`src/rtl/seq_gen_pkg.sv`:
```
// Shared definitions for the serial pattern generator: state encoding,
// prescaler defaults and the bit-index to 7-segment mapping.
package seq_gen_pkg;

  localparam int unsigned DIV_DEFAULT = 20000000;
  localparam int unsigned PRESCALE_W  = 27;

  typedef enum logic [1:0] {
    IDLE  = 2'd0,
    SHIFT = 2'd1,
    DONE  = 2'd2
  } state_t;

  // Active-low segments, packed as {a,b,c,d,e,f,g}.
  function automatic logic [6:0] digit_to_seg(input logic [2:0] digit);
    logic [6:0] seg;
    case (digit)
      3'd0:    seg = 7'b0000001;
      3'd1:    seg = 7'b1001111;
      3'd2:    seg = 7'b0010010;
      3'd3:    seg = 7'b0000110;
      3'd4:    seg = 7'b1001100;
      3'd5:    seg = 7'b0100100;
      3'd6:    seg = 7'b0100000;
      default: seg = 7'b0001111;
    endcase
    return seg;
  endfunction

endpackage

```
`src/rtl/tick_prescaler.sv`:
```
// Free-running divider that pulses tick once every DIV cycles while enabled
// and parks at zero when disabled, so every frame starts on a fresh bit period.
module tick_prescaler
  import seq_gen_pkg::*;
#(
  parameter int unsigned DIV = DIV_DEFAULT
) (
  input  logic clk,
  input  logic rst,
  input  logic en,
  output logic tick
);

  localparam logic [PRESCALE_W-1:0] TERM = PRESCALE_W'(DIV - 1);

  logic [PRESCALE_W-1:0] count;

  assign tick = en && (count == TERM);

  always_ff @(posedge clk or posedge rst) begin
    if (rst) begin
      count <= '0;
    end else if (!en || tick) begin
      count <= '0;
    end else begin
      count <= count + PRESCALE_W'(1);
    end
  end

endmodule

```
`src/rtl/sequence_generator.sv`:
```
// Serialises a captured 8-bit pattern MSB-first, one bit per DIV clocks,
// optionally looping, and shows the current bit index on a 7-segment digit.
module sequence_generator
  import seq_gen_pkg::*;
#(
  parameter int unsigned DIV = DIV_DEFAULT
) (
  input  logic       clk,
  input  logic       rst,
  input  logic       start,
  input  logic [7:0] pattern,
  input  logic       repeat_en,
  output logic       x_out,
  output logic       valid,
  output logic       busy,
  output logic       done,
  output logic       a,
  output logic       b,
  output logic       c,
  output logic       d,
  output logic       e,
  output logic       f,
  output logic       g
);

  state_t     state, state_next;
  logic [2:0] idx, idx_next, idx_inc, disp;
  logic [7:0] captured, captured_next;
  logic       x_next, valid_next, busy_next, done_next;
  logic [6:0] seg, seg_next;
  logic       tick;

  tick_prescaler #(.DIV(DIV)) u_prescaler (
    .clk  (clk),
    .rst  (rst),
    .en   (state == SHIFT),
    .tick (tick)
  );

  assign idx_inc = idx + 3'd1;

  always_comb begin
    state_next    = state;
    idx_next      = idx;
    captured_next = captured;
    x_next        = x_out;
    valid_next    = valid;
    busy_next     = busy;
    done_next     = 1'b0;
    case (state)
      SHIFT: begin
        if (tick) begin
          if (idx != 3'd7) begin
            idx_next = idx_inc;
            x_next   = captured[3'd7 - idx_inc];
          end else if (repeat_en) begin
            // Wrap straight into the next frame with no idle bit in between.
            idx_next  = 3'd0;
            x_next    = captured[7];
            done_next = 1'b1;
          end else begin
            state_next = DONE;
            x_next     = 1'b1;
            valid_next = 1'b0;
            done_next  = 1'b1;
          end
        end
      end
      DONE: begin
        state_next = IDLE;
        x_next     = 1'b1;
        valid_next = 1'b0;
        busy_next  = 1'b0;
      end
      default: begin
        x_next     = 1'b1;
        valid_next = 1'b0;
        busy_next  = 1'b0;
        if (start) begin
          state_next    = SHIFT;
          captured_next = pattern;
          idx_next      = 3'd0;
          x_next        = pattern[7];
          valid_next    = 1'b1;
          busy_next     = 1'b1;
        end
      end
    endcase

    case (state_next)
      SHIFT:   disp = idx_next;
      DONE:    disp = 3'd7;
      default: disp = 3'd0;
    endcase
    seg_next = digit_to_seg(disp);
  end

  always_ff @(posedge clk or posedge rst) begin
    if (rst) begin
      state    <= IDLE;
      idx      <= 3'd0;
      captured <= 8'd0;
      x_out    <= 1'b1;
      valid    <= 1'b0;
      busy     <= 1'b0;
      done     <= 1'b0;
      seg      <= 7'b0000001;
    end else begin
      state    <= state_next;
      idx      <= idx_next;
      captured <= captured_next;
      x_out    <= x_next;
      valid    <= valid_next;
      busy     <= busy_next;
      done     <= done_next;
      seg      <= seg_next;
    end
  end

  assign {a, b, c, d, e, f, g} = seg;

endmodule

```
`config.mk`:
```
export PLATFORM = sky130hd
export DESIGN_NAME = sequence_generator
export DESIGN_NICKNAME = d
export VERILOG_FILES = /design/src/rtl/seq_gen_pkg.sv /design/src/rtl/tick_prescaler.sv /design/src/rtl/sequence_generator.sv
export SDC_FILE = /design/constraint.sdc
export NUM_CORES = 1
export LEC_CHECK = 0
export ABC_AREA = 1
export CAP_MARGIN = 25
export CORE_AREA = 2 2 102 64
export CTS_CLUSTER_SIZE = 12
export DETAILED_ROUTE_END_ITERATION = 16
export DIE_AREA = 0 0 104 66
export DONT_BUFFER_PORTS = 1
export HOLD_SLACK_MARGIN = 0.1
export MAX_ROUTING_LAYER = met4
export PLACE_DENSITY_LB_ADDON = 0.05
export SLEW_MARGIN = 20
export SYNTH_ARGS = -nofsm -noshare
export SYNTH_HDL_FRONTEND = slang
export SYNTH_HIERARCHICAL = 1
export SYNTH_SLANG_ARGS = --single-unit
```
`constraint.sdc`:
```
create_clock -name clk -period 4.1 [get_ports clk]
set_input_delay 0.82 -clock clk [delete_from_list [all_inputs] [get_ports clk]]
set_output_delay 0.82 -clock clk [all_outputs]
set_load 0.01 [all_outputs]
```
; Yosys cells after proc, flatten, opt, wreduce, memory -nomap -nowiden
; Index checks and enable logic that the tools add are counted.
[classes]
n_addsub = 3
multipliers = 0
n_div = 0
order_cmp = 1
n_eq_ne = 15
n_shift = 0
mux = 29
bitwise = 1
n_reduce_logical = 7
[ops]
columns = cell, n
row1 = $pmux 7 s7, 1
row2 = $add 27x1->27 const B, 1
row3 = $eq 27x25->1 const B, 1
row4 = $mux 27, 1
row5 = $mux 1, 12
row6 = $mux 3, 4
row7 = $pmux 3 s2, 2
row8 = $eq 3x3->1 const B, 3
row9 = $mux 2, 4
row10 = $eq 3x2->1 const B, 2
row11 = $ne 2x2->1 const B, 3
row12 = $pmux 1 s2, 3
row13 = $eq 2x1->1 const B, 2
row14 = $eq 2x2->1 const B, 2
row15 = $lt 3x4->1 const B, 1
row16 = $pmux 2 s2, 1
row17 = $add 3x1->3 const B, 1
row18 = $bmux 1 s3, 1
row19 = $eq 3x1->1 const B, 1
row20 = $logic_not 3->1, 1
row21 = $ne 3x3->1 const B, 1
row22 = $reduce_and 3->1, 1
row23 = $sub 3x3->3 const A, 1
row24 = $reduce_and 2->1, 1
row25 = 5 further kinds, 5
[totals]
register_bits = 51
latchBits = 0
mem_bits_rw = 0
mem_bits_ro = 0
in_bits = 12
output_inout_bits = 11
wordCells = 65
mem_count = 0

; Logic depth before layout (Yosys ltp)
; Gate-level depths: netlist of run 1.
[depth]
ltp_word = 8
depth_mapped = 19
depth_no_buf = 19

; Hierarchy
; The synthesis of run 1 kept the hierarchy.
[modules_own_cells]
columns = mod, n_inst, cells_per_inst, area_each_um2, seq_area_each_um2
row1 = tick_prescaler, 1, 233, 1611.5, 675.6
row2 = sequence_generator, 1, 161, 1275.0, 603.1

; Worst setup path after synthesis of run 1
; No wires, ideal clock.
[synth_timing]
path_type = register to register
startpoint = register u_prescaler.count[0]
endpoint = register seg[3]
setup_time_ps = 126
arrival_ps = 2507
required_ps = 3974
slack_ps = 1467
path_stages_with_launch = 17
path_buffers = 0
synth_period_minus_slack_ps = 2633
path_cell_list = dfrtp_1 > ha_1 > nand3_2 > inv_2 > nand2_4 > nor2_2 > nand2_1 > nor2_1 > inv_1 > nor2_1 > inv_1 > o21ai_0 > ha_1 > inv_1 > nand2_2 > nand3_1 > nand3_1
[synth_between]
elab_chain_cells = 8
elab_cells_between_ends = 17
cone_classes = 9 x eq/ne / 6 x mux / 2 x reduce/logical
[synth_lines]
columns = item, line
row1 = start: declaration, tick_prescaler.sv:16  ; logic [PRESCALE_W-1:0] count;
row2 = start signal: assignment, tick_prescaler.sv:26  ; count <= count + PRESCALE_W'(1);
row3 = $eq 27x25->1 *, tick_prescaler.sv:18  ; assign tick = en && (count == TERM);
row4 = $logic_and 1x1->1 *, tick_prescaler.sv:18
row5 = via tick, sequence_generator.sv:31  ; logic tick;
row6 = $mux 2 *, sequence_generator.sv:52  ; if (tick) begin
row7 = $pmux 2 s2 *, sequence_generator.sv:50  ; case (state)
row8 = via state_next[1], sequence_generator.sv:26  ; state_t state, state_next;
row9 = $eq 2x2->1 / $eq 2x1->1 (equally long branches), sequence_generator.sv:90  ; case (state_next)
row10 = $pmux 3 s2 *, sequence_generator.sv:90
row11 = $eq 3x3->1 (tied with other cells), seq_gen_pkg.sv:17  ; case (digit)
row12 = $pmux 7 s7 *, seq_gen_pkg.sv:17
row13 = via seg_next[3], sequence_generator.sv:30  ; logic [6:0] seg, seg_next;
row14 = end signal: assignment, sequence_generator.sv:116  ; seg <= seg_next;
row15 = end: declaration, sequence_generator.sv:30
; Mark *: on every way through the listed nets, which the timed path passes. The rest lies on a longest branch.
; A chain may end at the register's enable or synchronous reset.

; Worst setup path in the final report of run 1
; Same ends and word-level chain as after synthesis.

==> impl_metrics.yaml, run 1 <==
placed_design:
  dp.cells: 475
  post-dp-hpwl_um: 5244
  io_buffers: 0
  gp_congestion: 0.9714
clock_tree:
  cts_buffer_depth: 2
  ctsHoldBuffers: 0
  cts_tree: "built"
  post_cts_buffers: 0
  cts_max_level: 2
  insertion_delay_ns: 0.31
  root_buffer: "clkbuf_8"
  cts_sinks: 51
  clkTransAtPathRegs_ns: 0.10
  cts_made_buffers: 5
  cts_resized: 0
layout:
  insertedDiodeCount: 0
  fin_nets: 419
  filler_cell_count: 618
  regArea_mm2: 0.001279
  final_cells: 484
  mostFrequentLayoutCells: "nand2_1, nor2_1, dfrtp_1, inv_1, nand3_1"
  multi_input_area_mm2: 0.001411
  drive_above_1_share: 0.07250
  area_delta_synth_final_pct: 8.323
  final_common_cell: "nand2_1"
critical_path:
  cp_num_buf_inv: 4
  crit_path_start_kind: "flip-flop"
  crit_type: "flip-flop to flip-flop"
  worst_path_largest_cell_delay_ns: 0.42
  cp-end-kind: "flip-flop"
  cp.required_ns: 4.31
  cp_max_fo: 7
  cp-startpoint: "u_prescaler/count[0]"
  path_cells: "ha_1 > nand3_2 > inv_2 > nand2_4 > nor2_2 > nand2_1 > nor2_1 > inv_1 > nor2_1 > inv_1 > o21ai_0 > ha_1 > inv_1 > nand2_2 > nand3_1 > nand3_1"
  r2r-start: "u_prescaler/count[0]"
  critical-path-top-delay-family: "simple AND/OR/NAND/NOR gates"
  worst_ep_arrival_time_ns: 3.35
  reg2reg_slack_ns: 0.96
  crit_slowest_cell: "dfrtp_1"
  cp_common_cell: "inv_1"
floorplan:
  core_mm2: 0.005946
  die_w_um: 104
  initial_utilization: 0.4855
  rows: 22
  ios: 23
  die_h_um: 66
  dieArea_mm2: 0.006864
global_route:
  grt_max_degree: 28
  antenna_found_initial: 0
  grt_pass1_wl_um: 11430
  grt-ovfl-total: 0
  use_met2: 0.2599
  use_met1: 0.3709
  grt-busiest-layer: "met1"
  globalRouteMet3Util: 0.04335
  grt_pass1_vias: 2316
  grt.total_usage: 0.2226
pwr:
  p_comb_frac: 0.253
  p_sw_frac: 0.3537
  power_frac_clock: 0.273
  power_density_mw_per_mm2: 425.4
  ir_drop_v: 0.0002019
  p_leak_nw: 1.419
  power.internal_mw: 0.8597
  sequentialPowerShare: 0.474
  p_switching_mw: 0.4705
drt:
  viasPerCell: 4.977
  antenna_left: 0
  drt_iter0_drc: 208
  wl_per_cell_um: 13.80
  drcViolationCount: 0
  wl_um: 6681
  dr.pass1.iters: 5
  via_count: 2409
sta:
  slew_violations: 0
  rsz0062_at_grt: "false"
  finClkSkew_ns: 0.009686
  finalHoldViolations: 0
  min_period_ns: 3.137
  post-route-period-util: 0.7651
  worst_slew_pin_slew_ns: 0.5947
  slew_headroom: 0.6031
  setup_viol: 0
  fmax_mhz: 318.8
  tns_ns: 0
status:
  status: "finished, final reports clean"
worst_hold_path:
  hold_class: "input pin to asynchronous set/reset pin"
synthesis:
  synth_seq_cells: 51
  synth_cells: 394
  avgSynthCellArea_um2: 7.326
  synth_fp_nets: 414
  yosys_warnings: 6
  synth_seq_area_share: 0.4430
  synth_cell_types: 26
  syn_area_mm2: 0.002887
run:
  maxCapViolCount: 0
==> cell families (layout without fill, tap and decap cells) <==
family / after synthesis / after routing / synth area share
and+or+nand+nor: 239 / 239 / 0.3450
buffers and inverters: 47 / 53 / 0.06805
DFF: 51 / 51 / 0.4430
xor gates and xnor gates: 15 / 15 / 0.04552
AOI/OAI and AO/OA: 34 / 34 / 0.06372
adders and majority gates: 8 / 8 / 0.03468
==> worst reg2reg max path, delay by kind of cell (launching register included) <==
family	cells	cell delay, ns
fa+ha+maj	2	0.59
flops	1	0.42
buf+inv	4	0.48
simple gates	9	1.24
compound gates	1	0.31
==> final timing paths <==
check / end / cells past startpoint
max: seg[3] / 16
min: seg[5] / 1
max reg2reg: seg[3] / 16
min reg2reg: captured[2] / 2
max in group asynchronous: u_prescaler/count[23] / 2
min in group clk: captured[2] / 2
==> per-stage QoR <==
step / worst slack, ns / hold slack (ns) / util / power, mW / instance area [um^2]
2_1_floorplan: 1.467 / 0.4436 / - / 0.9028 / 2887
3_3_place_gp: 1.195 / 0.4590 / 0.4973 / 0.9673 / 2957
3_5_place_dp: 1.033 / 0.4645 / 0.5019 / 0.9717 / 2984
4_1_cts: 1.035 / 0.4656 / 0.5213 / 1.339 / 3099
5_1_grt: 0.5769 / 0.3249 / 0.5259 / 1.428 / 3127
6_report: 0.9630 / 0.3219 / 0.5259 / 1.330 / 3127
==> final cells by class <==
class,instances,share of cell area
inverter,43,0.05162
timing repair buffer,2,0.01761
sequential,51,0.4090
multi-input combinational,296,0.4514
clock inverter,3,0.01481
tap,84,0.03361
clock buffer,5,0.02201
==> layer usage <==
layer,up-vias,routed length (um)
li1,1237,-
met5,-,0
met1,1087,4037
met2,81,2154
met3,4,436
met4,0,52
==> synth_stat cells (all sizes together) <==
cell type / count / area, um^2
a21oi: 13 / 65.06
a31oi: 1 / 6.260
and2: 2 / 12.51
buf: 4 / 35.03
dfrtp: 49 / 1226
dfstp: 2 / 52.55
ha: 8 / 100.1
inv: 43 / 161.4
nand2: 124 / 495.5
nand3: 26 / 140.1
nand4: 3 / 18.77
nor2: 81 / 314.0
nor3: 3 / 15.01
o211ai: 2 / 15.01
o21ai: 15 / 75.07
o21bai: 2 / 15.01
o31ai: 1 / 7.510
xnor2: 6 / 52.55
xor2: 9 / 78.83
==> power by group through the flow <==
stage / clock network (mW) / logic, mW / registers [mW]
finish: 0.363 / 0.337 / 0.630
detailed placement: 0 / 0.331 / 0.641
floorplan: 0 / 0.274 / 0.629
global placement: 0 / 0.330 / 0.637
CTS: 0.375 / 0.334 / 0.630
global route: 0.394 / 0.396 / 0.638
==> sequential cells by signal, summed over array words and instances (netlist names) <==
| register | count |
|---|---|
| u_prescaler/count | 27 |
| seg | 7 |
| done | 1 |
| x_out | 1 |
| state | 2 |
| busy | 1 |
| captured | 8 |
| idx | 3 |
| valid | 1 |
Power figures use the tool's default switching activity.
==> inputs of run 2 (changes only) <==
==> constraint.sdc (replaced) <==
create_clock -name clk -period 2.9 [get_ports clk]
set_input_delay 0.58 -clock clk [delete_from_list [all_inputs] [get_ports clk]]
set_output_delay 0.58 -clock clk [all_outputs]
set_load 0.01 [all_outputs]
==> run 2 against run 1 <==
Effect of this change: combinational power rose by 53%; largest cell class unchanged; sequential share of layout area down 0.27 points; critical endpoint is now seg[1]; fmax increased by 19%; global-route usage fell by 0.54 points; clock skew is 0.010 ns higher; non-clock buffer count rose by 4; critical path type unchanged; cell count is 0.83% higher; count of clock-buffer cells in the layout is the same; via count up 0.95%; first-iteration DRC count rose by 8.7%; die area is the same; sequential power grew 42%.
==> impl_metrics.yaml, run 2 (synthesis results as in run 1) <==
status:
  status: "finished, final reports clean"
layout:
  drive_above_1_share: 0.1015
  area_delta_synth_final_pct: 9.146
  largest_register_ff_count: 27
  regArea_mm2: 0.001280
  final_cells: 488
  filler_cell_count: 591
  mostFrequentLayoutCells: "nand2_1, nor2_1, dfrtp_1, inv_1, nand3_1"
  reg_top3: "u_prescaler/count: 27 flops, captured: 8 flops, seg: 7 flops"
  insertedDiodeCount: 0
  fin_nets: 423
  regMostFlops: "u_prescaler/count"
  design_area_mm2: 0.003151
  multi_input_area_mm2: 0.001443
  final_common_cell: "nand2_1"
critical_path:
  crit_slowest_cell: "dfrtp_1"
  cp_max_fo: 5
  cp.required_ns: 3.12
  worst_path_largest_cell_delay_ns: 0.44
  worst_ep_arrival_time_ns: 2.86
  cp-end-kind: "flip-flop"
  cp_num_buf_inv: 4
  crit_type: "flip-flop to flip-flop"
  r2r-start: "u_prescaler/count[1]"
  reg2reg_to: "seg[1]"
  crit_path_start_kind: "flip-flop"
  path_cells: "ha_4 > nand3_2 > inv_2 > nand2_4 > nor2_2 > nand2_1 > nor2_2 > inv_1 > nor2_1 > o21ai_0 > a21oi_1 > inv_1 > ha_2 > nand3_1 > nand2_2 > nand3_1 > nand2_1 > nand2_1 > inv_1"
  r2r_cells: 19
  reg2reg_slack_ns: 0.26
  critical-path-top-delay-family: "simple AND/OR/NAND/NOR gates"
placed_design:
  gp_congestion: 0.9355
  io_buffers: 0
  dp.cells: 478
  post-dp-hpwl_um: 5166
  postPlaceCellArea_mm2: 0.002987
drt:
  drcViolationCount: 0
  dr.pass1.iters: 5
  wl_um: 6835
  antenna_left: 0
  via_count: 2432
  viasPerCell: 4.984
  drt_iter0_drc: 226
  wl_per_cell_um: 14.01
floorplan:
  core_mm2: 0.005946
  ios: 23
  initial_utilization: 0.4855
  die_h_um: 66
  die_w_um: 104
  rows: 22
  dieArea_mm2: 0.006864
pwr:
  p_leak_nw: 1.427
  p_comb_frac: 0.278
  ir_drop_v: 0.0003862
  power_density_mw_per_mm2: 588.3
  p_sw_frac: 0.3745
  p_switching_mw: 0.6941
  power_frac_clock: 0.239
  sequentialPowerShare: 0.484
  power.internal_mw: 1.159
clock_tree:
  cts_sinks: 51
  cts_buffer_depth: 2
  insertion_delay_ns: 0.31
  cts_tree: "built"
  clkTransAtPathRegs_ns: 0.11
  cts_max_level: 2
  root_buffer: "clkbuf_8"
  ctsHoldBuffers: 0
  cts_made_buffers: 5
sta:
  post-route-period-util: 0.9092
  finalHoldViolations: 0
  worst_slew_pin_slew_ns: 0.4342
  finClkSkew_ns: 0.02009
  slew_headroom: 0.7102
  setup_viol: 0
  fmax_mhz: 379.3
  min_period_ns: 2.637
  slew_violations: 0
global_route:
  grt-ovfl-total: 0
  grt_max_degree: 28
  antenna_found_initial: 0
  grt.total_usage: 0.2172
  grt_pass1_wl_um: 11230
  grt_pass1_vias: 2165
run:
  maxCapViolCount: 0
worst_hold_path:
  hold_class: "input pin to asynchronous set/reset pin"
## run 2: power groups by stage
stage	Clock, mW	Sequential [mW]	Combinational, mW
floorplan	0	0.889	0.387
global placement	0	0.901	0.473
detailed placement	0	0.902	0.472
CTS	0.455	0.887	0.473
global route	0.488	0.904	0.596
finish	0.442	0.896	0.515
## run 2: worst register-to-register path: stages (launching register included)
cell,delay (ns)
dfrtp_1,0.44
ha_4,0.18
nand3_2,0.13
inv_2,0.11
nand2_4,0.07
nor2_2,0.08
nand2_1,0.11
nor2_2,0.12
inv_1,0.07
nor2_1,0.13
o21ai_0,0.10
a21oi_1,0.22
inv_1,0.09
ha_2,0.21
nand3_1,0.12
nand2_2,0.10
nand3_1,0.09
nand2_1,0.07
nand2_1,0.07
inv_1,0.04
## run 2: through the flow
step | hold WS [ns] | util | TNS (ns) | setup slack [ns] | power (mW)
floorplan | 0.4436 | - | 0 | 0.2668 | 1.276
global placement | 0.4608 | 0.5023 | 0 | 0.2273 | 1.374
detailed placement | 0.4596 | 0.5023 | 0 | 0.08395 | 1.374
CTS | 0.2165 | 0.5185 | 0 | 0.06444 | 1.816
global route | 0.1469 | 0.5299 | -0.02207 | -0.01218 | 1.988
finish | 0.1330 | 0.5299 | 0 | 0.2633 | 1.853
## run 2: cell type report
| type | count | share of cell area |
|---|---|---|
| clock inverters | 3 | 0.008737 |
| clock buffers | 5 | 0.02184 |
| well taps | 84 | 0.03336 |
| flip-flops and latches | 51 | 0.4063 |
| repair buffers | 6 | 0.02065 |
| multi-input cells | 296 | 0.4579 |
| inverters | 43 | 0.05123 |
## run 2: timing repair
item / in CTS / in global routing
setup endpoints to repair: 0 / 7
gates resized for setup: 0 / 11
buffers inserted: 0 / 1
## run 2: how the worst max path moves through the flow
stage / start / to / cells after the start
3_3_place_gp: u_prescaler/count[0] / seg[3] / 16
5_1_grt: u_prescaler/count[1] / seg[3] / 18
4_1_cts: u_prescaler/count[0] / seg[5] / 18
6_report: u_prescaler/count[1] / seg[1] / 19
2_1_floorplan: u_prescaler/count[0] / seg[3] / 16
3_5_place_dp: u_prescaler/count[0] / seg[3] / 16
## run 2: metal layers
layer  up-vias  share of wire  global-route usage
met4         0         0.0035             0.02534
met1      1095           0.61              0.3867
met5         -              0                   -
met3         2          0.071             0.03842
met2        91           0.32              0.2360
li1       1244              -                   -
==> RTL change 1, RTL diff (config.mk and constraints of run 2) <==
`PRESCALE_W`: 27 -> 23.
--- a/src/rtl/seq_gen_pkg.sv
+++ b/src/rtl/seq_gen_pkg.sv
@@ -3,7 +3,7 @@
 package seq_gen_pkg;
 
   localparam int unsigned DIV_DEFAULT = 20000000;
-  localparam int unsigned PRESCALE_W  = 27;
+  localparam int unsigned PRESCALE_W  = 23;
 
   typedef enum logic [1:0] {
     IDLE  = 2'd0,
Function: no difference found for any inputs over 10 cycles, from zero or initial values and one cycle with rst high; that may be too few to reach the edited logic, so the function may still have changed.
==> RTL change 1 against run 2 <==
Total power down 4.4%. Worst setup slack got worse by 0.052 ns. Wire length is 7.4% lower. Worst hold slack got worse by 0.022 ns. Utilization decreased by 2.9 points. Combinational power shrank 3%. Area after synthesis fell by 5.5%. Design area shrank 5.5%. Clock skew fell by 0.013 ns. Die area unchanged. Sequential cell count down 4. Fmax down 1.9%. Critical endpoint is now seg[3]. Largest power group unchanged.
==> RTL change 1: results (changes against run 2) <==
Setup path
  • Register-to-register path setup slack: 0.21 ns (-0.05 ns)
  • Beginning of the critical path: u_prescaler/count[0]
  • FF-to-FF path depth: 18 (-1)

Synth
  • Share of synthesized cell area in full adder, half adder and majority cells: 0.0367 (+0.00202)
  • Synthesized net count: 393 (-5.1%)
  • Dominant cells by area after synthesis: sky130_fd_sc_hd__dfrtp_1 41%, sky130_fd_sc_hd__nand2_1 15%, sky130_fd_sc_hd__nor2_1 8.3%, sky130_fd_sc_hd__inv_1 6.9%, sky130_fd_sc_hd__ha_1 3.7%
  • Most common library cells after synthesis: 108 x sky130_fd_sc_hd__nand2_1, 60 x sky130_fd_sc_hd__nor2_1, 50 x sky130_fd_sc_hd__inv_1
  • Area fraction in compound gates after synthesis: 0.0661 (+0.00234)
  • Portion of the post-synthesis area used by sequential elements: 0.432 (-0.0109)
  • Post-synthesis xor/xnor area fraction: 0.0289 (-0.0166)
  • Count of unique library cells instantiated by Yosys: 29 (+12%)

Power
  • Switching portion of total power: 0.359 (-0.0160)
  • Worst vdd ir: 0.306 mV (-21%)
  • Static leakage power: 0.00145 uW (+1.4%)
  • Sequential share of power: 0.470 (-0.014)

Final layout
  • Ratio of cells with drive above 1 in the final layout: 0.117 (+0.0160)
  • Filler Cell Count: 606 (+2.5%)
  • Proportion of cell area spent on the clock network: 0.0349 (+0.00431)
  • Registers with the highest flip-flop counts: u_prescaler/count x23, captured x8, seg x7
  • Layout non-clock buf frac: 0.0202 (-0.000475)
  • Count of clock buffers in the final design: 7 (+2)
  • Register fraction of the total cell area: 0.396 (-0.0103)
  • Fin nets: 402 (-5.0%)
  • Number of multi-input logic gates: 269 (-9.1%)
  • Multi-input combinational cell area: 0.00133 sq mm (-7.8%)
  • Flip-flop and latch count: 47 (-7.8%)

Routing
  • Total Wirelength: 6330 microns (-7.4%)
  • First-iteration detailed-routing DRC count: 137 (-39%)
  • Count of vias placed by the detailed router: 2267 (-6.8%)
  • 1st-pass router iterations: 4 (-1)

Clocking
  • Clock-pin slew reported for the worst setup and hold paths after clock tree synthesis: 0.09 ns (-0.02 ns)

Global routing
  • Vias in the first global route: 2045 (-5.5%)
  • Total global routing track utilization: 0.212 (-0.00556)
  • Global-route wire length before repair: 10800 microns (-4.0%)

STA
  • Remaining max-slew budget at the tightest pin: 0.740 (+0.0297)
  • Final hold viol count: 0 (unchanged)
  • Clk_skew: 0.00705 ns (-0.0130 ns)

Status
  • Run status: completed

Placement
  • HPWL after detailed placement: 4850 microns (-6.2%)
  • Final weighted congestion in routability-driven placement: 0.906 (-3.1%)
## RTL change 1: through the flow
stage	area [sq um]	setup slack [ns]	total power, uW	hold slack [ns]	std cells
finish	2980	0.211	1770	0.111	467
global route	2980	0.00492	1910	0.105	467
CTS	2920	0.0518	1760	0.384	463
detailed placement	2810	0.0724	1320	0.466	455
global placement	2810	0.184	1310	0.457	455
floorplan	2730	0.244	1220	0.444	373
## RTL change 1: metal layers
metal / part of all wire / up-vias / track usage
met4: 0.0066 / 0 / 0.0456
met1: 0.60 / 1031 / 0.354
met5: 0 / - / -
met3: 0.077 / 5 / 0.0532
met2: 0.32 / 63 / 0.237
li1: - / 1168 / -
## RTL change 1: critical path, delay by kind of cell, from the launching register on
kind	cells	cell delay, ns
adders and majority gates	2	0.41
AOI/OAI and AO/OA	2	0.35
DFF	1	0.43
and+or+nand+nor	10	1.13
buffers and inverters	4	0.29
==> RTL change 2, RTL diff (flow settings as in run 2) <==
Without the edit above. Make the reset (`rst`) synchronous in 2 clocked blocks.
--- a/src/rtl/tick_prescaler.sv
+++ b/src/rtl/tick_prescaler.sv
@@ -17,7 +17,7 @@
 
   assign tick = en && (count == TERM);
 
-  always_ff @(posedge clk or posedge rst) begin
+  always_ff @(posedge clk) begin
     if (rst) begin
       count <= '0;
     end else if (!en || tick) begin
--- a/src/rtl/sequence_generator.sv
+++ b/src/rtl/sequence_generator.sv
@@ -95,7 +95,7 @@
     seg_next = digit_to_seg(disp);
   end
 
-  always_ff @(posedge clk or posedge rst) begin
+  always_ff @(posedge clk) begin
     if (rst) begin
       state    <= IDLE;
       idx      <= 3'd0;
Behaviour: differs if rst is asserted again (counterexample within 4 cycles, from zero or initial values and one cycle with rst high); with rst held inactive, the same outputs for 10 cycles.
==> RTL change 2 against run 2 <==
Fmax is 1.0% higher. Critical path depth is 1 higher. Area after synthesis is 4.9% lower. Wire length is 5.6% lower. Design area is 6.8% lower. Synthesized cell count is 5.6% higher. Worst setup slack better by 0.027 ns. Sequential cell count stayed put. Largest cell class unchanged.
Power is not compared: it rests on default switching activity, and its combinational part moved more than twofold at a synthesized area within 25%.
==> RTL change 2: results (changes against run 2) <==
Routing
  • 1st-pass router iterations: 5 (unchanged)
  • Sum of met2 wire segment lengths after detailed routing: 2000 microns (-7.2%)
  • Met1 wire length: 3970 microns (-4.8%)
  • Highest metal layer with signal wires: met4
  • Met3 wire length: 455 microns (-6.6%)
  • Total Wirelength: 6450 microns (-5.6%)
  • First-iteration detailed-routing DRC count: 157 (-31%)
  • Count of vias placed by the detailed router: 2469 (+1.5%)

Placement
  • Placed instance area: 0.00284 sq mm (-5.0%)
  • HPWL after detailed placement: 5040 microns (-2.4%)
  • Quantity of I/O buffers inserted on ports: 0 (unchanged)
  • Final weighted congestion in routability-driven placement: 0.856 (-8.5%)

Clocking
  • Clock-pin slew reported for the worst setup and hold paths after clock tree synthesis: 0.11 ns (about the same)
  • Clk Latency, worst-skew pair: 0.31 ns (about the same)
  • Root Buffer Master: sky130_fd_sc_hd__clkbuf_8
  • H-tree levels: 2 (unchanged)
  • Max clock buf depth: 2 (unchanged)
  • Number of setup buffers added after CTS: 0 (unchanged)
  • Clock buffer count from CTS: 5 (unchanged)

Synth
  • Async set or reset register ratio after synthesis: 0 (-1.00)
  • Most common library cells after synthesis: 113 x sky130_fd_sc_hd__nand2_1, 89 x sky130_fd_sc_hd__nor2_1, 54 x sky130_fd_sc_hd__inv_1
  • Synthesized net count: 436 (+5.3%)
  • Portion of the post-synthesis area used by sequential elements: 0.372 (-0.0709)
  • Count of unique library cells instantiated by Yosys: 26 (unchanged)
  • Dominant cells by area after synthesis: sky130_fd_sc_hd__dfxtp_1 37%, sky130_fd_sc_hd__nand2_1 15%, sky130_fd_sc_hd__nor2_1 12%, sky130_fd_sc_hd__inv_1 7.4%, sky130_fd_sc_hd__nand3_1 3.8%
  • Count of yosys warnings during synthesis: 6 (unchanged)
  • Dominant register cell in the synthesized netlist: sky130_fd_sc_hd__dfxtp_1

Global routing
  • Maximum number of pins on one net before global-route repair: 28 (unchanged)
  • Global-route wire length before repair: 10800 microns (-4.2%)
  • Initial antenna violation count: 0 (unchanged)
  • Vias in the first global route: 2104 (-2.8%)
  • Total global routing track utilization: 0.210 (-0.00752)

STA
  • Clk_skew: 0.0136 ns (-0.00645 ns)
  • Finish-stage setup viols: 0 (unchanged)
  • Worst-Margin Slew: 0.492 ns (+0.0577 ns)

Final layout
  • Filler Cell Count: 648 (+9.6%)
  • Ratio of cells with drive above 1 in the final layout: 0.0924 (-0.00907)
  • Registers with the highest flip-flop counts: u_prescaler/count x27, captured x8, seg x7
  • Antenna diodes: 0 (unchanged)

Setup path
  • Library cell contributing the largest single delay on the critical path: sky130_fd_sc_hd__dfxtp_1
  • Highest cell delay on the worst timing path: 0.36 ns (-0.08 ns)
  • Crit path max fanout: 4 (-1)
  • Arrival time reported for the critical path endpoint: 2.82 ns (-0.04 ns)
  • Family with the most delay on the worst path: simple AND/OR/NAND/NOR gates

Worst hold path
  • Classification of the worst-slack hold path: in -> reg

Power
  • Static leakage power: 0.00115 uW
  • Worst vdd ir: 0.196 mV

Status
  • Run status: completed
-- RTL change 2: cell types whose count changed after synthesis, moves of 3 or more --
cell,change
sky130_fd_sc_hd__nand3_1,-3
sky130_fd_sc_hd__nand2_2,+4
sky130_fd_sc_hd__nand2_1,-3
sky130_fd_sc_hd__nor2_2,-4
sky130_fd_sc_hd__nor2_4,+5
sky130_fd_sc_hd__inv_1,+14
sky130_fd_sc_hd__nor2_1,+12
sky130_fd_sc_hd__dfrtp_1,-49
sky130_fd_sc_hd__dfxtp_1,+51
-- RTL change 2: per-stage QoR --
stage / cells / worst slack, ns / util / hold slack, ns
2_1_floorplan: 416 / 0.372 / - / 0.418
3_3_place_gp: 498 / 0.279 / 0.477 / 0.430
3_5_place_dp: 498 / 0.220 / 0.477 / 0.443
4_1_cts: 506 / 0.191 / 0.493 / 0.315
5_1_grt: 506 / 0.0283 / 0.494 / 0.297
6_report: 506 / 0.290 / 0.494 / 0.323
-- RTL change 2: cells by family (layout without fill, tap and decap cells) --
kind of cell	after synthesis	in the layout	share of synthesized area
DFF	51	51	0.372
adders and majority gates	8	8	0.0365
and+or+nand+nor	251	251	0.398
xor gates and xnor gates	14	14	0.0447
buffers and inverters	61	67	0.0894
AOI/OAI and AO/OA	31	31	0.0597
-- RTL change 2: cell type report --
class | count | share of cell area
multi-input combinational | 304 | 0.505
sequential | 51 | 0.348
inverter | 56 | 0.0716
tap | 84 | 0.0358
clock buffer | 5 | 0.0234
clock inverter | 3 | 0.00853
timing repair buffer | 3 | 0.00767
-- RTL change 2: report_power, final --
part	internal [uW]	leakage, uW	switching [uW]
Sequential	721	0.000414	16.6
Clock	173	0.0000443	255
Combinational	36.4	0.000694	79.6
Total	931	0.00115	351
-- RTL change 2: final timing paths --
path                            slack (ns)                 start           to  cells after the start
worst min-delay path                  0.32                   rst     state[0]                      1
worst max-delay path                  0.29  u_prescaler/count[0]       seg[3]                     20
worst min register to register        0.46           captured[6]  captured[6]                      2
worst max register to register        0.29  u_prescaler/count[0]       seg[3]                     20
-- RTL change 2: timing repair --
item | CTS | global route
setup endpoints to repair | 0 | 5
hold endpoints to repair | 0 | 0
resized for setup | 0 | 3
-- RTL change 2: metal layers --
metal | track usage | vias to the layer above
li1 | - | 1287
met1 | 0.355 | 1107
met2 | 0.233 | 71
met3 | 0.0424 | 4
met4 | 0.0422 | 0
met5 | - | -
